### config.mk
export PLATFORM = sky130hd
export DESIGN_NAME = inst_rom_cache
export DESIGN_NICKNAME = d
export VERILOG_FILES = /design/src/rtl/inst_mem_pkg.sv /design/src/rtl/inst_mem_if.sv /design/src/rtl/inst_rom_cache.sv
export SDC_FILE = /design/constraint.sdc
export NUM_CORES = 1
export LEC_CHECK = 0
export ABC_AREA = 1
export BUFFER_PORTS_ARGS = -buffer_cell sky130_fd_sc_hd__buf_2
export CORE_ASPECT_RATIO = 1.5
export CORE_MARGIN = 2
export CORE_UTILIZATION = 40
export CTS_CLUSTER_SIZE = 30
export DETAILED_ROUTE_END_ITERATION = 10
export SETUP_SLACK_MARGIN = 0.05
export SLEW_MARGIN = 20
export SYNTH_ARGS = -nofsm -noshare
export SYNTH_HDL_FRONTEND = slang
export SYNTH_HIERARCHICAL = 1
export SYNTH_SLANG_ARGS = --single-unit
### constraint.sdc
create_clock -name clk -period 10.8 [get_ports clk]
set_clock_uncertainty 0.2 [all_clocks]
set_input_delay 0.54 -clock clk [delete_from_list [all_inputs] [get_ports clk]]
set_output_delay 0.54 -clock clk [all_outputs]
set_load 0.02 [all_outputs]
### src/rtl/inst_mem_pkg.sv
// Shared FSM encoding and geometry helpers for the instruction ROM cache.
package inst_mem_pkg;

  typedef enum logic [1:0] {
    ST_IDLE = 2'd0,
    ST_REQ  = 2'd1,
    ST_FILL = 2'd2
  } fetch_state_e;

  function automatic int calc_idx_w(input int lines);
    return $clog2(lines);
  endfunction

  function automatic int calc_tag_w(input int addr_w, input int lines);
    return addr_w - $clog2(lines) - 2;
  endfunction

endpackage

### src/rtl/inst_mem_if.sv
// External read handshake for cache misses: latches the miss address,
// holds the request until ack, captures the returned word for the fill cycle.
module inst_mem_if
  import inst_mem_pkg::*;
#(
  parameter int ADDR_W = 32,
  parameter int DATA_W = 32
) (
  input  logic              clk,
  input  logic              rst,
  input  logic              start,
  input  logic [ADDR_W-1:0] miss_addr,
  input  logic              mem_ack,
  input  logic [DATA_W-1:0] mem_rdata,
  output logic              mem_req,
  output logic [ADDR_W-1:0] mem_addr,
  output logic [DATA_W-1:0] fill_data,
  output logic              fill_we,
  output logic              idle
);

  fetch_state_e      state_q, state_d;
  logic [ADDR_W-1:0] addr_q, addr_d;
  logic [DATA_W-1:0] fill_q, fill_d;
  logic              unused_miss_bits;

  assign unused_miss_bits = ^miss_addr[1:0];

  always_ff @(posedge clk or negedge rst) begin
    if (!rst) begin
      state_q <= ST_IDLE;
      addr_q  <= '0;
      fill_q  <= '0;
    end else begin
      state_q <= state_d;
      addr_q  <= addr_d;
      fill_q  <= fill_d;
    end
  end

  // An ack outside REQ never reaches the fill register or the state.
  always_comb begin
    state_d = state_q;
    addr_d  = addr_q;
    fill_d  = fill_q;
    case (state_q)
      ST_IDLE: begin
        if (start) begin
          state_d = ST_REQ;
          addr_d  = {miss_addr[ADDR_W-1:2], 2'b00};
        end
      end
      ST_REQ: begin
        if (mem_ack) begin
          state_d = ST_FILL;
          fill_d  = mem_rdata;
        end
      end
      ST_FILL: state_d = ST_IDLE;
      default: state_d = ST_IDLE;
    endcase
  end

  always_comb begin
    mem_req = 1'b0;
    fill_we = 1'b0;
    idle    = 1'b0;
    case (state_q)
      ST_IDLE: idle    = 1'b1;
      ST_REQ:  mem_req = 1'b1;
      ST_FILL: fill_we = 1'b1;
      default: idle    = 1'b1;
    endcase
  end

  assign mem_addr  = addr_q;
  assign fill_data = fill_q;

endmodule

### src/rtl/inst_rom_cache.sv
// Direct-mapped, one-word-per-line instruction cache in front of a ROM port.
// Lookup is combinational; misses go through inst_mem_if.
module inst_rom_cache
  import inst_mem_pkg::*;
#(
  parameter int LINES  = 16,
  parameter int DATA_W = 32,
  parameter int ADDR_W = 32
) (
  input  logic              clk,
  input  logic              rst,
  input  logic              ce,
  input  logic [ADDR_W-1:0] inst_address,
  input  logic              flush,
  output logic [DATA_W-1:0] inst,
  output logic              inst_valid,
  output logic              stall,
  output logic              mem_req,
  output logic [ADDR_W-1:0] mem_addr,
  input  logic [DATA_W-1:0] mem_rdata,
  input  logic              mem_ack
);

  localparam int IDX_W = calc_idx_w(LINES);
  localparam int TAG_W = calc_tag_w(ADDR_W, LINES);

  logic [LINES-1:0]  valid_q, valid_d;
  logic              flush_pend_q, flush_pend_d;
  logic [TAG_W-1:0]  tag_q  [LINES];
  logic [DATA_W-1:0] data_q [LINES];
  logic [TAG_W-1:0]  tag_d;
  logic [DATA_W-1:0] data_d;

  logic [IDX_W-1:0]  lk_idx, fill_idx;
  logic [TAG_W-1:0]  lk_tag;
  logic              lk_hit;
  logic              idle, start, fill_we;
  logic              unused_addr_bits;

  assign lk_idx   = inst_address[IDX_W+1:2];
  assign lk_tag   = inst_address[ADDR_W-1:IDX_W+2];
  assign fill_idx = mem_addr[IDX_W+1:2];
  assign tag_d    = mem_addr[ADDR_W-1:IDX_W+2];
  assign unused_addr_bits = ^inst_address[1:0];

  inst_mem_if #(
    .ADDR_W (ADDR_W),
    .DATA_W (DATA_W)
  ) u_mem_if (
    .clk       (clk),
    .rst       (rst),
    .start     (start),
    .miss_addr (inst_address),
    .mem_ack   (mem_ack),
    .mem_rdata (mem_rdata),
    .mem_req   (mem_req),
    .mem_addr  (mem_addr),
    .fill_data (data_d),
    .fill_we   (fill_we),
    .idle      (idle)
  );

  // rst gates the outputs so they read zero while reset is held, whatever ce says.
  always_comb begin
    lk_hit     = ce & valid_q[lk_idx] & (tag_q[lk_idx] == lk_tag);
    start      = idle & ce & ~lk_hit;
    inst_valid = rst & idle & lk_hit;
    stall      = rst & (~idle | (ce & ~lk_hit));
    inst       = inst_valid ? data_q[lk_idx] : '0;
  end

  // A flush seen while the request is outstanding makes the fill land invalid.
  always_comb begin
    valid_d      = valid_q;
    flush_pend_d = flush_pend_q;
    if (fill_we) begin
      flush_pend_d = 1'b0;
    end else if (mem_req && flush) begin
      flush_pend_d = 1'b1;
    end
    if (flush) begin
      valid_d = '0;
    end else if (fill_we) begin
      valid_d[fill_idx] = ~flush_pend_q;
    end
  end

  always_ff @(posedge clk or negedge rst) begin
    if (!rst) begin
      valid_q      <= '0;
      flush_pend_q <= 1'b0;
    end else begin
      valid_q      <= valid_d;
      flush_pend_q <= flush_pend_d;
    end
  end

  always_ff @(posedge clk) begin
    if (fill_we) begin
      tag_q[fill_idx]  <= tag_d;
      data_q[fill_idx] <= data_d;
    end
  end

endmodule

== Word-level counts from Yosys, hierarchy flattened ==
Memories as Yosys holds them, arrays and structs flattened.
Cells that the tools add are included.

* Register bits after elaboration: 81
* Memory bits (writable): 928
* Bits of input ports: 69
* Output and inout bits: 67
* Word-level logic and storage cells: 53
* Memories kept: 2

* $lt $le $gt $ge: 3
* Equality and inequality tests: 5
* Muxes and demuxes: 18
* Bitwise logic cells: 11
* Reductions and logical operators: 9

{| class="wikitable"
|+ Memories
! name !! words !! bits a word !! read ports !! clocked after memory_dff !! wr ports !! RTL line !! RTL
|-
| data_q || 16 || 32 || 1 || 0 || 1 || inst_rom_cache.sv:30 || <nowiki>logic [DATA_W-1:0] data_q [LINES];</nowiki>
|-
| tag_q || 16 || 26 || 1 || 0 || 1 || inst_rom_cache.sv:29 || <nowiki>logic [TAG_W-1:0] tag_q [LINES];</nowiki>
|}

{| class="wikitable"
|+ Operators by type and width
! cell !! number
|-
| two-way mux 16 bit || 2
|-
| two-way mux 32 bit || 1
|-
| == test 26 bit || 1
|-
| bitwise mux 16 bit || 1
|-
| less-than comparator 4 x 5 -> 1 bit (second input constant) || 2
|-
| two-way mux 1 bit || 9
|-
| bitwise AND 1 bit || 8
|-
| AND reduction 2 bit || 3
|-
| binary-select mux 1 bit (select 4 bit) || 1
|-
| demux 1 bit (select 4 bit) || 1
|-
| >= comparator 4 x 1 -> 1 bit (second input constant) || 1
|-
| two-way mux 2 bit || 2
|-
| inequality test 2 bit (second input constant) || 2
|-
| case mux 2 bit (2 select lines) || 1
|-
| nonzero test 2 bit || 2
|-
| == test 2 x 1 -> 1 bit (second input constant) || 1
|-
| == test 2 bit (second input constant) || 1
|-
| logical AND 1 bit || 2
|-
| zero test 2 bit || 1
|-
| inverter 1 bit || 2
|-
| OR reduction 2 bit || 1
|-
| OR 1 bit || 1
|}

== Depth between registers and ports, before layout ==
Gate-level depths: netlist of run 1.

* Word-level depth: 8
* Mapped depth: 25
* Mapped depth without buffers: 22

== Hierarchy ==
Netlist of run 1, hierarchy kept.

{| class="wikitable"
|+ By module, submodules not included
! module !! times used !! cells each !! area each (µm²) !! sequential area each (µm²)
|-
| inst_rom_cache || 1 || 3198 || 38755.9 || 28292.1
|-
| inst_mem_if || 1 || 289 || 2556.2 || 1601.5
|}

== Worst setup path after synthesis of run 1 ==
No wires, ideal clock.

* Path type: register -> register
* From: register u_mem_if.state_q[0]
* To: memory data_q[10][0], enable pin
* Setup time: 0.477 ns
* Arrival: 3.414 ns
* Data required time: 10.123 ns
* Setup slack: 6.709 ns
* Stages on the path, launching flop included: 7
* Path buffers: 0
* Period minus slack after synthesis: 4.091 ns
* Cells stage by stage: dfrtp_1 > inv_1 > ha_1 > inv_1 > nor3_1 > inv_1 > nor2_1

* Longest elaborated chain between the ends: 4

{| class="wikitable"
|+ RTL lines
! element !! RTL line !! RTL
|-
| start, declared || inst_mem_if.sv:22 || <nowiki>fetch_state_e state_q, state_d;</nowiki>
|-
| start signal, assigned || inst_mem_if.sv:35 || <nowiki>state_q <= state_d;</nowiki>
|-
| == test 2 bit || inst_mem_if.sv:68 || <nowiki>case (state_q)</nowiki>
|-
| two-way mux 1 bit || inst_mem_if.sv:68 ||
|-
| named net fill_we || inst_rom_cache.sv:37 || <nowiki>logic idle, start, fill_we;</nowiki>
|-
| two-way mux 1 bit || inst_rom_cache.sv:99 || <nowiki>if (fill_we) begin</nowiki>
|-
| two-way mux 1 bit (implied by the code) || inst_rom_cache.sv:101 || <nowiki>data_q[fill_idx] <= data_d;</nowiki>
|-
| end, declared || inst_rom_cache.sv:30 ||
|}

The timed path passes the listed nets, and every way through them passes these cells.

== Final worst setup path of run 1 ==
* From: input port inst_address[2]
* To: output port inst[20]

* Longest elaborated chain between the ends: 6
* Elaborated cells on any way between the ends: 9
* Classes of those cells: eq/ne: 1; mux: 3; bitwise: 3; memory: 2

{| class="wikitable"
|+ RTL lines
! element !! RTL line !! RTL
|-
| start, declared || inst_rom_cache.sv:13 || <nowiki>input logic [ADDR_W-1:0] inst_address,</nowiki>
|-
| parallel branches: the longest is 5 deep, another holds memory (16 x 26 bit) || -- ||
|-
| two-way mux 32 bit (*) || inst_rom_cache.sv:69 || <nowiki>inst = inst_valid ? data_q[lk_idx] : '0;</nowiki>
|-
| end, declared || inst_rom_cache.sv:15 || <nowiki>output logic [DATA_W-1:0] inst,</nowiki>
|}

Mark *: on every way between the ends. The select of a mux whose other input is x is not followed.

==> results of run 1 <==
synthesized netlist by cell type, drive strengths merged:
| cell | n | share of area, % |
|---|---|---|
| a31oi | 9 | 0.14 |
| and3 | 1 | 0.015 |
| a21o | 1 | 0.018 |
| nor3 | 3 | 0.036 |
| nand2 | 1004 | 9.1 |
| nand4 | 6 | 0.091 |
| o31ai | 32 | 0.58 |
| nand3b | 3 | 0.085 |
| a211oi | 14 | 0.25 |
| o21a | 2 | 0.036 |
| o211ai | 23 | 0.42 |
| a32oi | 3 | 0.064 |
| a21oi | 249 | 3.0 |
| clkbuf | 73 | 0.66 |
| inv | 193 | 1.8 |
| a221oi | 113 | 2.4 |
| buf | 146 | 2.1 |
| o21ai | 77 | 0.93 |
| ha | 4 | 0.12 |
| dfrtp | 81 | 4.9 |
| nand3 | 298 | 3.6 |
| nor2 | 223 | 2.2 |
| conb | 1 | 0.0091 |
| edfxtp | 928 | 67 |
layout make-up:
cell class                 instances  share of cell area (%)
sequential                      1009                    63.8
tap                             1314                    3.51
inverter                         193                    1.61
multi-input combinational       2067                    20.7
clock inverter                    46                    1.02
antenna                            1                 0.00534
clock buffer                     141                    5.95
timing repair buffer             227                    3.39
kinds of logic (layout without fill, tap and decap cells):
kind of cell	after synthesis	in the layout
AOI/OAI and AO/OA	523	523
other	1	3
buffers and inverters	412	607
DFF	1009	1009
and+or+nand+nor	1538	1538
adders and majority gates	4	4
worst paths after layout:
check                      cells past startpoint                            start                                  to  slack (ps)
min in group asynchronous                      2                              rst  u_mem_if/fill_data[22]$_DFFE_PN0P_         260
setup reg to reg                               7  u_mem_if/state_q[0]$_DFFE_PN0P_              tag_q[3][19]$_DFFE_PP_        7420
hold reg to reg                                1           valid_q[0]$_DFFE_PN0P_              valid_q[0]$_DFFE_PN0P_         290
setup / recovery                              16                  inst_address[2]                            inst[20]        4850
max in group asynchronous                      3                              rst   u_mem_if/mem_addr[10]$_DFFE_PN0P_        8870
hold / removal                                 3                     mem_rdata[3]   u_mem_if/fill_data[3]$_DFFE_PN0P_          70
worst reg2reg max path, cell delays in order, from the launching register on:
cell and delay [ps]:
dfrtp_1 390, inv_1 120, ha_1 210, inv_1 80
nor3_1 160, inv_1 210, nor2_4 830, buf_4 780
power by group through the flow:
stage	registers, mW	clock network [mW]	logic (mW)
after floorplan	5.44	0	0.591
after global placement	5.54	0	1.06
after detailed placement	5.56	0	1.07
after CTS	5.48	3.51	1.09
after global routing	5.55	3.66	1.17
final	5.48	3.46	1.08
per-stage QoR:
| stage | total power, mW | cell area, sq um | hold slack (ps) |
|---|---|---|---|
| 6_report | 10.0 | 46900 | 71.8 |
| 5_1_grt | 10.4 | 46900 | 46.6 |
| 4_1_cts | 10.1 | 46800 | 32.5 |
| 3_5_place_dp | 6.63 | 43000 | 280 |
| 3_3_place_gp | 6.60 | 43000 | 276 |
| 2_1_floorplan | 6.03 | 41300 | 44.4 |
per-layer routing:
layer | track usage, % | vias to the layer above | share of wire, %
met5 | 0 | - | 0.011
met4 | 6.34 | 2 | 2.5
met3 | 2.60 | 174 | 5.8
met2 | 36.5 | 855 | 51
met1 | 26.2 | 13500 | 41
li1 | - | 12500 | -
flip-flops by register name (all words and copies together) (netlist names):
signal              flops
u_mem_if/fill_data     32
valid_q                16
data_q                512
u_mem_if/mem_addr      30
flush_pend_q            1
u_mem_if/state_q        2
tag_q                 416
repair_timing:
action	in CTS	in global routing
hold endpoints to repair	91	0
resized for setup	0	0
hold buffers	58	0
==> qor.csv, run 1 <==
stage;metric;value;unit
power;power_leakage;17.6;nW
timing;tightest_slew;1410;ps
logic_synthesis;synth_top_family_by_area;simple AND/OR/NAND/NOR gates;
die;die_x;266;um
timing;hold_violations;0;
layout;final_core_util;45.7;%
hold_path;hp-class;primary input to flip-flop;
critical_path;cp.arrival;5210;ps
logic_synthesis;ys_ff_latch;1009;
logic_synthesis;synthAdderAreaFrac;0.121;%
logic_synthesis;syn_area;41300;sq um
logic_synthesis;yosys_warnings;6;
timing;period_needed;5950;ps
logic_synthesis;synth_mux_area_share;0;%
die;num_rows;144;
placement;post-place-ws;4840;ps
power;p_int;7.28;mW
power;switching_share;27.3;%
critical_path;cpLargestDelayFamily;buffers and inverters;
layout;ff_latch_area;29900;sq um
status;status;complete, no violations;
clocking;clk_latency;670;ps
route;dr.pass1.iters;5;
power;clock_power_share;34.6;%
critical_path;critical_path.max_fanout;287;
clocking;cts.sinks;1009;
placement;dp_hpwl;54.9;mm
timing;timing.fmax;168;MHz
logic_synthesis;syn_inst;3487;
global_route;grt_max_degree;288;
power;powerDensity;214;nW/um^2
global_route;grt_pass1_wl;163;mm
power;comb_power_share;10.8;%
clocking;cts_root_buffer;clkbuf_16;
layout;final_cells;4998;
clocking;cts_made_buffers;99;
logic_synthesis;ys_seq_area_share;72.4;%
critical_path;required;10060;ps
layout;multi_input_area;9700;sq um
clocking;htree_levels;3;
logic_synthesis;synth-xor-area-share;0;%
global_route;track_usage;20.6;%
timing;fin_ws;4850;ps
global_route;first_global_vias;26100;
route;avgViaCountPerCell;5.41;
route;wl_per_cell;22.1;um
timing;setup-tns-final;0;ps
placement;gp_congestion;0.796;
critical_path;slowest_stage;buf_4;
timing;grt_setup_unrepaired;no;
critical_path;crit_path_frequent_cell;nand2_1;
placement;io_buffers;131;
layout;num-fill-cells;9154;
layout;layout_common_cells;nand2_1 (1003), edfxtp_1 (928), nand3_1 (298);
die;io_pins;136;
timing;slew_viol_final;0;
critical_path;cp_slowest_stage_delay;950;ps
power;seqPwrFrac;54.7;%
global_route;antenna_found_initial;3;
critical_path;path_cells;buf_8 > inv_16 > buf_4 > nand2_1 > nand2_1 > nand2_1 > nand3_1 > nand3_1 > nand3_1 > nand2_1 > nor2_1 > nand4_1 > nor2_2 > nand3b_4 > nor2_2 > buf_2;
clocking;cts_tree;done;
placement;place_inst;4752;
power;irDropWorstVdd;0.142;mV
critical_path;path_class;primary input to primary output;
route;via_count;27000;
die;core_area;103000;sq um
timing;max_slew_margin;5.97;%
logic_synthesis;avgSynthCellArea;11.8;sq um
route;drt_iter0_markers;2303;
layout;nNetsFinal;3670;
die;initial_utilization;40.3;%
logic_synthesis;synthSimpleGateAreaFrac;15.2;%
critical_path;critPathLaunchType;primary input;
die;dieHeight;398;um
clocking;postCtsSetupBuffers;0;
run;maxCapViolCount;0;
layout;drive_above_1_share;10.0;%
global_route;grt_overflow;0;
critical_path;worstSetupEndpointType;primary output;
power;p_sw;2.74;mW
timing;setup_viol;0;
route;routed_wirelength;110;mm
die;dieArea;106000;sq um
timing;period_share;55.1;%
layout;final_common_cell;nand2_1;
route;ant_nets;0;
layout;syn2layout_area_growth;13.4;%
clocking;path_clk_slew;60;ps
logic_synthesis;synth_compound_area_share;7.85;%
critical_path;crit_buf_inv;4;
logic_synthesis;synthDistinctLibCells;33;
route;drcViolationCount;0;
clocking;clockBufferDepth;3;
Note: power is estimated with default switching activity, not from simulation.
==> inputs of run 2 (changes only) <==
Settings changed: ABC_AREA 1 to 0.
Clock period 10.8 ns to 5.22 ns, I/O delays scaled along.
==> run 2 against run 1 <==
  * Sequential share of layout area grew 1.8 points
  * Synthesized cell count shrank 50%
  * Setup slack lost 4300 ps
  * Routed wire length shrank 16%
  * Combinational power grew 98%
  * Non-clock buffer count grew 17
  * Count of clock-buffer cells in the layout shrank 6
  * Register-to-register slack lost 5900 ps
  * Highest routed layer unchanged
==> qor.csv, run 2 <==
stage;metric;value;unit;change
layout;largest_reg_flops;512;;unchanged
logic_synthesis;ys_ff_latch;1009;;unchanged
placement;gp_congestion;0.768;;-3.5%
layout;design_area;45600;sq um;-2.8%
layout;drive_above_1_share;33.7;%;+24 points
route;dr.pass1.iters;7;;+2
timing;setup-tns-final;0;ps;unchanged
layout;n_antenna_cell;0;;-1
logic_synthesis;synth.area.top_cells;edfxtp_1 (71%), mux4_2 (15%), dfrtp_1 (5.1%), mux2i_1 (1.6%), mux2_4 (1.1%);;
clocking;cts_root_buffer;clkbuf_16;;
clocking;htree_levels;3;;unchanged
die;initial_utilization;40.2;%;-0.092 points
critical_path;path_cells;buf_8 > buf_4 > buf_4 > mux4_2 > a22oi_1 > and3b_1 > o2111ai_2 > nor4b_4 > nand4_4 > buf_12 > nor2b_1 > buf_2;;
critical_path;path_class;primary input to primary output;;
power;clock_power_share;33.0;%;-1.6 points
route;ant_nets;0;;unchanged
layout;nNetsFinal;2082;;-43%
route;via_count;18400;;-32%
logic_synthesis;synth_top_area_share;70.7;%;+3.2 points
power;p_sw;5.27;mW;+93%
logic_synthesis;synth_edf_count;928;;unchanged
global_route;track_usage;18.6;%;-2.0 points
power;power_leakage;15.2;nW;-14%
die;die_x;260;um;-2.3%
timing;max_slew_margin;37.5;%;+32 points
logic_synthesis;yosysTopAreaCell;edfxtp_1;;
route;drt_iter0_markers;1388;;-40%
critical_path;crit_path_frequent_cell;buf_4;;
critical_path;critical_path.max_fanout;72;;-75%
timing;setup_viol;0;;unchanged
power;seqPwrFrac;56.7;%;+2.0 points
route;drt-met1-wl;37.2;mm;-18%
die;io_pins;136;;unchanged
timing;hold_violations;0;;unchanged
timing;timing.fmax;215;MHz;
critical_path;cp_slowest_stage_delay;540;ps;-410 ps
route;top_layer_used;met5;;
timing;slew_viol_final;0;;unchanged
route;wl_per_cell;27.4;um;+24%
power;powerDensity;454;nW/um^2;+110%
timing;period_needed;4640;ps;
critical_path;slowest_stage;buf_4;;
layout;num-fill-cells;8237;;-10%
logic_synthesis;async_flop_share;8.03;%;unchanged
layout;syn2layout_area_growth;15.5;%;
route;routed_wirelength;92.4;mm;-16%
die;core_area;98100;sq um;-4.3%
timing;holdWs;75.2;ps;+3.40 ps
die;num_rows;141;;-2.1%
status;status;complete, no violations;;
critical_path;required;4760;ps;-5300 ps
clocking;clockBufferDepth;3;;unchanged
route;drcViolationCount;0;;unchanged
layout;final_common_cell;edfxtp_1;;
clocking;hold_buffers;61;;+5.2%
power;irDropWorstVdd;0.390;mV;+170%
power;p_total;20.7;mW;+110%
layout;top_register;data_q;;
global_route;grt_overflow;0;;unchanged
timing;tightest_slew;938;ps;-473 ps
clocking;clk_latency;660;ps;about the same
placement;placed_cell_area;41900;sq um;-2.6%
run;maxCapViolCount;0;;unchanged
critical_path;critPathLaunchType;primary input;;
critical_path;cpLargestDelayFamily;buffers and inverters;;
logic_synthesis;synth.most_common_cell;edfxtp_1;;
logic_synthesis;yosys_warnings;6;;unchanged
clocking;cts_made_buffers;97;;-2.0%
placement;dp_hpwl;51.4;mm;-6.3%
placement;io_buffers;131;;unchanged
global_route;antenna_found_initial;1;;-2
power;switching_share;25.5;%;-1.9 points
die;dieArea;101000;sq um;-4.5%
power;p_int;15.4;mW;+110%
global_route;grt_pass1_wl;136;mm;-17%
critical_path;worstSetupEndpointType;primary output;;
route;avgViaCountPerCell;5.46;;+0.95%
timing;grt_setup_unrepaired;no;;
logic_synthesis;avgSynthCellArea;22.5;sq um;+90%
clocking;postCtsSetupBuffers;0;;unchanged
logic_synthesis;ys_seq_area_share;75.8;%;+3.4 points
route;dr_wl_met2;48.6;mm;-13%
critical_path;cp.depth;12;;-4
clocking;cts.sinks;1009;;unchanged
logic_synthesis;syn_inst;1750;;-50%
route;met3_length;4.34;mm;-32%
clocking;path_clk_slew;60;ps;about the same
clocking;ctsResizeCount;0;;unchanged
logic_synthesis;synthDistinctLibCells;58;;+76%
logic_synthesis;syn_area;39400;sq um;-4.5%
critical_path;crit_buf_inv;5;;+1
hold_path;hp-class;primary input to flip-flop;;
global_route;grt_max_degree;73;;-75%
global_route;first_global_vias;20000;;-23%
logic_synthesis;synth_flop_cell;edfxtp_1;;
timing;period_share;88.9;%;
critical_path;cp.arrival;4180;ps;-1030 ps
critical_path;reg2reg_depth;10;;+3
clocking;cts_tree;done;;
layout;layout_common_cells;edfxtp_1 (928), mux4_2 (256), buf_2 (126);;
logic_synthesis;netlist_top_cells_count;edfxtp_1 (928), mux4_2 (256), dfrtp_1 (81);;
die;dieHeight;389;um;-2.3%
hold_path;holdPathStages;2;;-1
power;comb_power_share;10.3;%;-0.5 points
[run 2: cell count changes after synthesis, moves of 32 or more]
cell      before  now
buf_2         81   29
nand3_1      298    5
o21ai_0       54    8
mux4_2         0  256
inv_1        188   19
nor2_1       192   34
nand2_1     1003   34
clkbuf_1      73   21
a21oi_1      249   24
mux2_2         0   34
o31ai_1       32    0
a221oi_1     113    5
mux2i_1        0   65
[run 2: cell families (layout without fill, tap and decap cells)]
group	Yosys count	after routing	share of synthesized area, %
flip-flops	1009	1009	75.8
multiplexers	385	385	18.4
AND/OR/NAND/NOR	143	143	2.17
buffers and inverters	107	442	1.53
AO/OA/AOI/OAI	64	64	1.12
XOR/XNOR	37	37	0.860
adder cells (fa/ha/maj)	4	4	0.127
other	1	2	0.00951
[run 2: through the flow]
step / std cells / utilization, % / setup slack (ps)
finish: 3373 / 46.5 / 580
global route: 3373 / 46.5 / 322
CTS: 3373 / 46.5 / 511
detailed placement: 3136 / 42.7 / 510
global placement: 3135 / 42.7 / 607
floorplan: 1751 / - / 922
[run 2: path summary, 6_finish.rpt]
| path | startpoint | end | slack (ps) |
|---|---|---|---|
| setup / recovery | inst_address[4] | inst[1] | 580 |
| hold / removal | inst_address[5] | u_mem_if/mem_addr[5]$_DFFE_PN0P_ | 80 |
| setup reg to reg | tag_q[15][12]$_DFFE_PP_ | u_mem_if/mem_addr[8]$_DFFE_PN0P_ | 1550 |
| hold reg to reg | valid_q[5]$_DFFE_PN0P_ | valid_q[5]$_DFFE_PN0P_ | 320 |
| max in group asynchronous | rst | u_mem_if/fill_data[4]$_DFFE_PN0P_ | 3350 |
| min in group asynchronous | rst | u_mem_if/mem_addr[12]$_DFFE_PN0P_ | 250 |
[run 2: power by group through the flow]
| stage | logic, mW | registers (mW) | clock network, mW |
|---|---|---|---|
| floorplan | 1.27 | 11.6 | 0 |
| CTS | 2.19 | 11.8 | 6.96 |
| finish | 2.14 | 11.7 | 6.83 |
| global route | 2.29 | 11.9 | 7.25 |
| detailed placement | 2.14 | 11.9 | 0 |
| global placement | 2.12 | 11.8 | 0 |
[run 2: layer usage]
metal  global-route usage [%]  vias up
met3                     2.69      132
met1                     24.0    10000
li1                         -     7771
met2                     32.4      479
met4                     5.63        2
met5                        0        -
[run 2: final cells by class]
| cell class | count | area [sq um] | area share (%) |
|---|---|---|---|
| Timing Repair Buffer | 244 | 1900 | 4.18 |
| Inverter | 22 | 98.8 | 0.217 |
| Clock buffer | 135 | 2690 | 5.91 |
| Clock inverter | 41 | 387 | 0.849 |
| Tap cell | 1287 | 1610 | 3.53 |
| Sequential cell | 1009 | 29900 | 65.6 |
| Multi-Input combinational cell | 635 | 8980 | 19.7 |
==> inputs of run 3 (changes only) <==
Settings changed: BUFFER_PORTS_ARGS -buffer_cell sky130_fd_sc_hd__buf_2 to default, DONT_BUFFER_PORTS from default to 1.
==> run 3 against run 2 <==
  * The run now ends with slew limit left
  * Critical path type unchanged
  * Hold slack about the same
  * Critical path depth fell by 1
  * Count of clock-buffer cells in the layout rose by 4
  * Clock power rose by 3.7%
  * Largest power group unchanged
  * Via count down 2.6%
  * Utilization is 0.70 points lower
  * Combinational power shrank 23%
==> qor.csv, run 3 (same netlist as run 2, synthesis figures left out) <==
stage;metric;value;unit;change
timing;grt_setup_unrepaired;no;;
die;initial_utilization;40.2;%;unchanged
global_route;track_usage;18.6;%;+0.049 points
critical_path;path_class;primary input to primary output;;
clocking;cts_tree;done;;
timing;setup-tns-final;0;ps;unchanged
clocking;cts_root_buffer;clkbuf_16;;
critical_path;critPathLaunchType;primary input;;
clocking;cts.sinks;1009;;unchanged
clocking;htree_levels;3;;unchanged
clocking;clockBufferDepth;3;;unchanged
route;dr.pass1.iters;5;;-2
hold_path;holdPathStages;2;;unchanged
critical_path;slowest_stage;mux4_2;;
critical_path;cp.arrival;4620;ps;+440 ps
power;p_total;20.7;mW;-0.12%
route;ant_nets;0;;unchanged
route;avgViaCountPerCell;5.53;;+1.3%
critical_path;worstSetupEndpointType;primary output;;
hold_path;hp-class;primary input to flip-flop;;
hold_path;worstHoldStart;inst_address[17];;
die;dieHeight;389;um;unchanged
global_route;grt_max_degree;233;;+220%
clocking;cts_made_buffers;99;;+2.1%
route;routed_wirelength;92.5;mm;about the same
clocking;clk_latency;670;ps;about the same
global_route;first_global_vias;19300;;-3.7%
placement;io_buffers;0;;-100%
run;maxCapViolCount;0;;unchanged
timing;tightest_slew;1500;ps;+566 ps
layout;final_common_cell;edfxtp_1;;
layout;nNetsFinal;1943;;-6.7%
critical_path;required;4760;ps;about the same
critical_path;path_cells;mux4_2 > mux2i_1 > xor2_1 > a21oi_1 > nor4_1 > nor4b_4 > nand4_4 > buf_4 > buf_4 > nor2b_1 > buf_4;;
timing;period_needed;5080;ps;+439 ps
layout;top_register;data_q;;
critical_path;crit_buf_inv;3;;-2
die;die_x;260;um;unchanged
power;power_leakage;14.6;nW;-3.8%
layout;largest_reg_flops;512;;unchanged
timing;period_share;97.3;%;+8.4 points
die;dieArea;101000;sq um;unchanged
critical_path;reg2reg_depth;11;;+1
die;core_area;98100;sq um;unchanged
status;violations;slew limit;;
power;powerDensity;461;nW/um^2;+1.4%
layout;num-fill-cells;8278;;+0.50%
route;wl_per_cell;28.5;um;+4.0%
layout;syn2layout_area_growth;13.8;%;
timing;max_slew_margin;-0.273;%;-38 points
critical_path;crit_path_frequent_cell;buf_4;;
critical_path;cpLargestDelayFamily;simple AND/OR/NAND/NOR gates;;
placement;gp_congestion;0.734;;-4.4%
hold_path;min_to;u_mem_if/mem_addr[17]$_DFFE_PN0P_;;
clocking;path_clk_slew;60;ps;about the same
layout;drive_above_1_share;29.0;%;-4.6 points
global_route;antenna_found_initial;3;;+2
critical_path;r2r_slack;1240;ps;-310 ps
timing;hold_violations;0;;unchanged
route;drt_iter0_markers;1547;;+11%
timing;slew_viol_final;24;;+24
global_route;grt_pass1_wl;135;mm;-0.65%
route;via_count;18000;;-2.6%
critical_path;critical_path.max_fanout;232;;+220%
status;status;finished with violations;;
placement;dp_hpwl;47.1;mm;-8.3%
critical_path;r2r-start;tag_q[3][3]$_DFFE_PP_;;
power;irDropWorstVdd;0.396;mV;+1.4%
die;num_rows;141;;unchanged
critical_path;reg2reg_to;u_mem_if/mem_addr[30]$_DFFE_PN0P_;;
global_route;grt_overflow;0;;unchanged
timing;setup_viol;0;;unchanged
route;drcViolationCount;0;;unchanged
timing;timing.fmax;197;MHz;-8.6%
die;io_pins;136;;unchanged
layout;layout_common_cells;edfxtp_1 (928), mux4_2 (256), clkbuf_16 (101);;
clocking;postCtsSetupBuffers;0;;unchanged
critical_path;cp_slowest_stage_delay;990;ps;+450 ps
==> run 3: cell count changes in the layout (fill, tap and decap cells not counted), moves of 3 or more <==
cell | previous run | this run
buf_4 | 38 | 27
dlygate4sd3_1 | 61 | 68
clkbuf_1 | 28 | 24
clkbuf_8 | 8 | 14
buf_2 | 126 | 0
buf_12 | 16 | 7
inv_6 | 1 | 4
==> run 3: worst max path at each step <==
stage | from | end | slack (ps) | cells past startpoint
2_1_floorplan | u_mem_if/state_q[0]$_DFFE_PN0P_ | data_q[12][0]$_DFFE_PP_ | 920 | 4
3_3_place_gp | inst_address[4] | inst[31] | 1150 | 11
3_5_place_dp | inst_address[4] | inst[31] | 1060 | 11
4_1_cts | tag_q[14][3]$_DFFE_PP_ | inst[31] | 400 | 11
5_1_grt | tag_q[14][3]$_DFFE_PP_ | inst[31] | 380 | 11
6_report | inst_address[4] | inst[31] | 140 | 11
==> run 3: layout make-up <==
class	count	area (sq um)	area share [%]
Sequential cell	1009	29900	66.6
Multi-Input combinational cell	635	8970	20.0
Clock buffer	139	2810	6.26
Tap cell	1287	1610	3.59
Timing Repair Buffer	103	1050	2.34
Clock inverter	49	435	0.970
Inverter	22	101	0.226
Antenna cell	1	2.50	0.00558
==> run 3: what timing repair did <==
action / 4_1_cts / 5_1_grt
endpoints found under the hold margin: 162 / 0
resized for setup: 0 / 0
hold buffers: 69 / 0
==> run 3: stage by stage <==
| step | worst slack [ps] | cell area [sq um] | hold WS (ps) | instances | utilization [%] |
|---|---|---|---|---|---|
| 3_3_place_gp | 1150 | 40900 | -225 | 2987 | 41.7 |
| 3_5_place_dp | 1060 | 40900 | -224 | 2987 | 41.7 |
| 2_1_floorplan | 922 | 39400 | -235 | 1751 | - |
| 5_1_grt | 383 | 44900 | 74.1 | 3244 | 45.7 |
| 6_report | 141 | 44900 | 75.6 | 3245 | 45.8 |
| 4_1_cts | 405 | 44900 | 36.6 | 3244 | 45.7 |
==> run 3: power by group <==
| part | switching [mW] | leakage [nW] | internal (mW) | total [mW] |
|---|---|---|---|---|
| registers | 1.38 | 9.36 | 10.6 | 12.0 |
| clock network | 3.02 | 1.59 | 4.06 | 7.08 |
| logic | 0.782 | 3.67 | 0.853 | 1.64 |
==> run 3: routing by layer <==
| metal | GRT usage, % | up-vias | share of wire (%) |
|---|---|---|---|
| li1 | - | 7495 | - |
| met1 | 23.9 | 9855 | 40 |
| met2 | 32.3 | 485 | 53 |
| met3 | 3.10 | 119 | 5.2 |
| met4 | 5.60 | 4 | 2.3 |
| met5 | 0 | - | 0.030 |
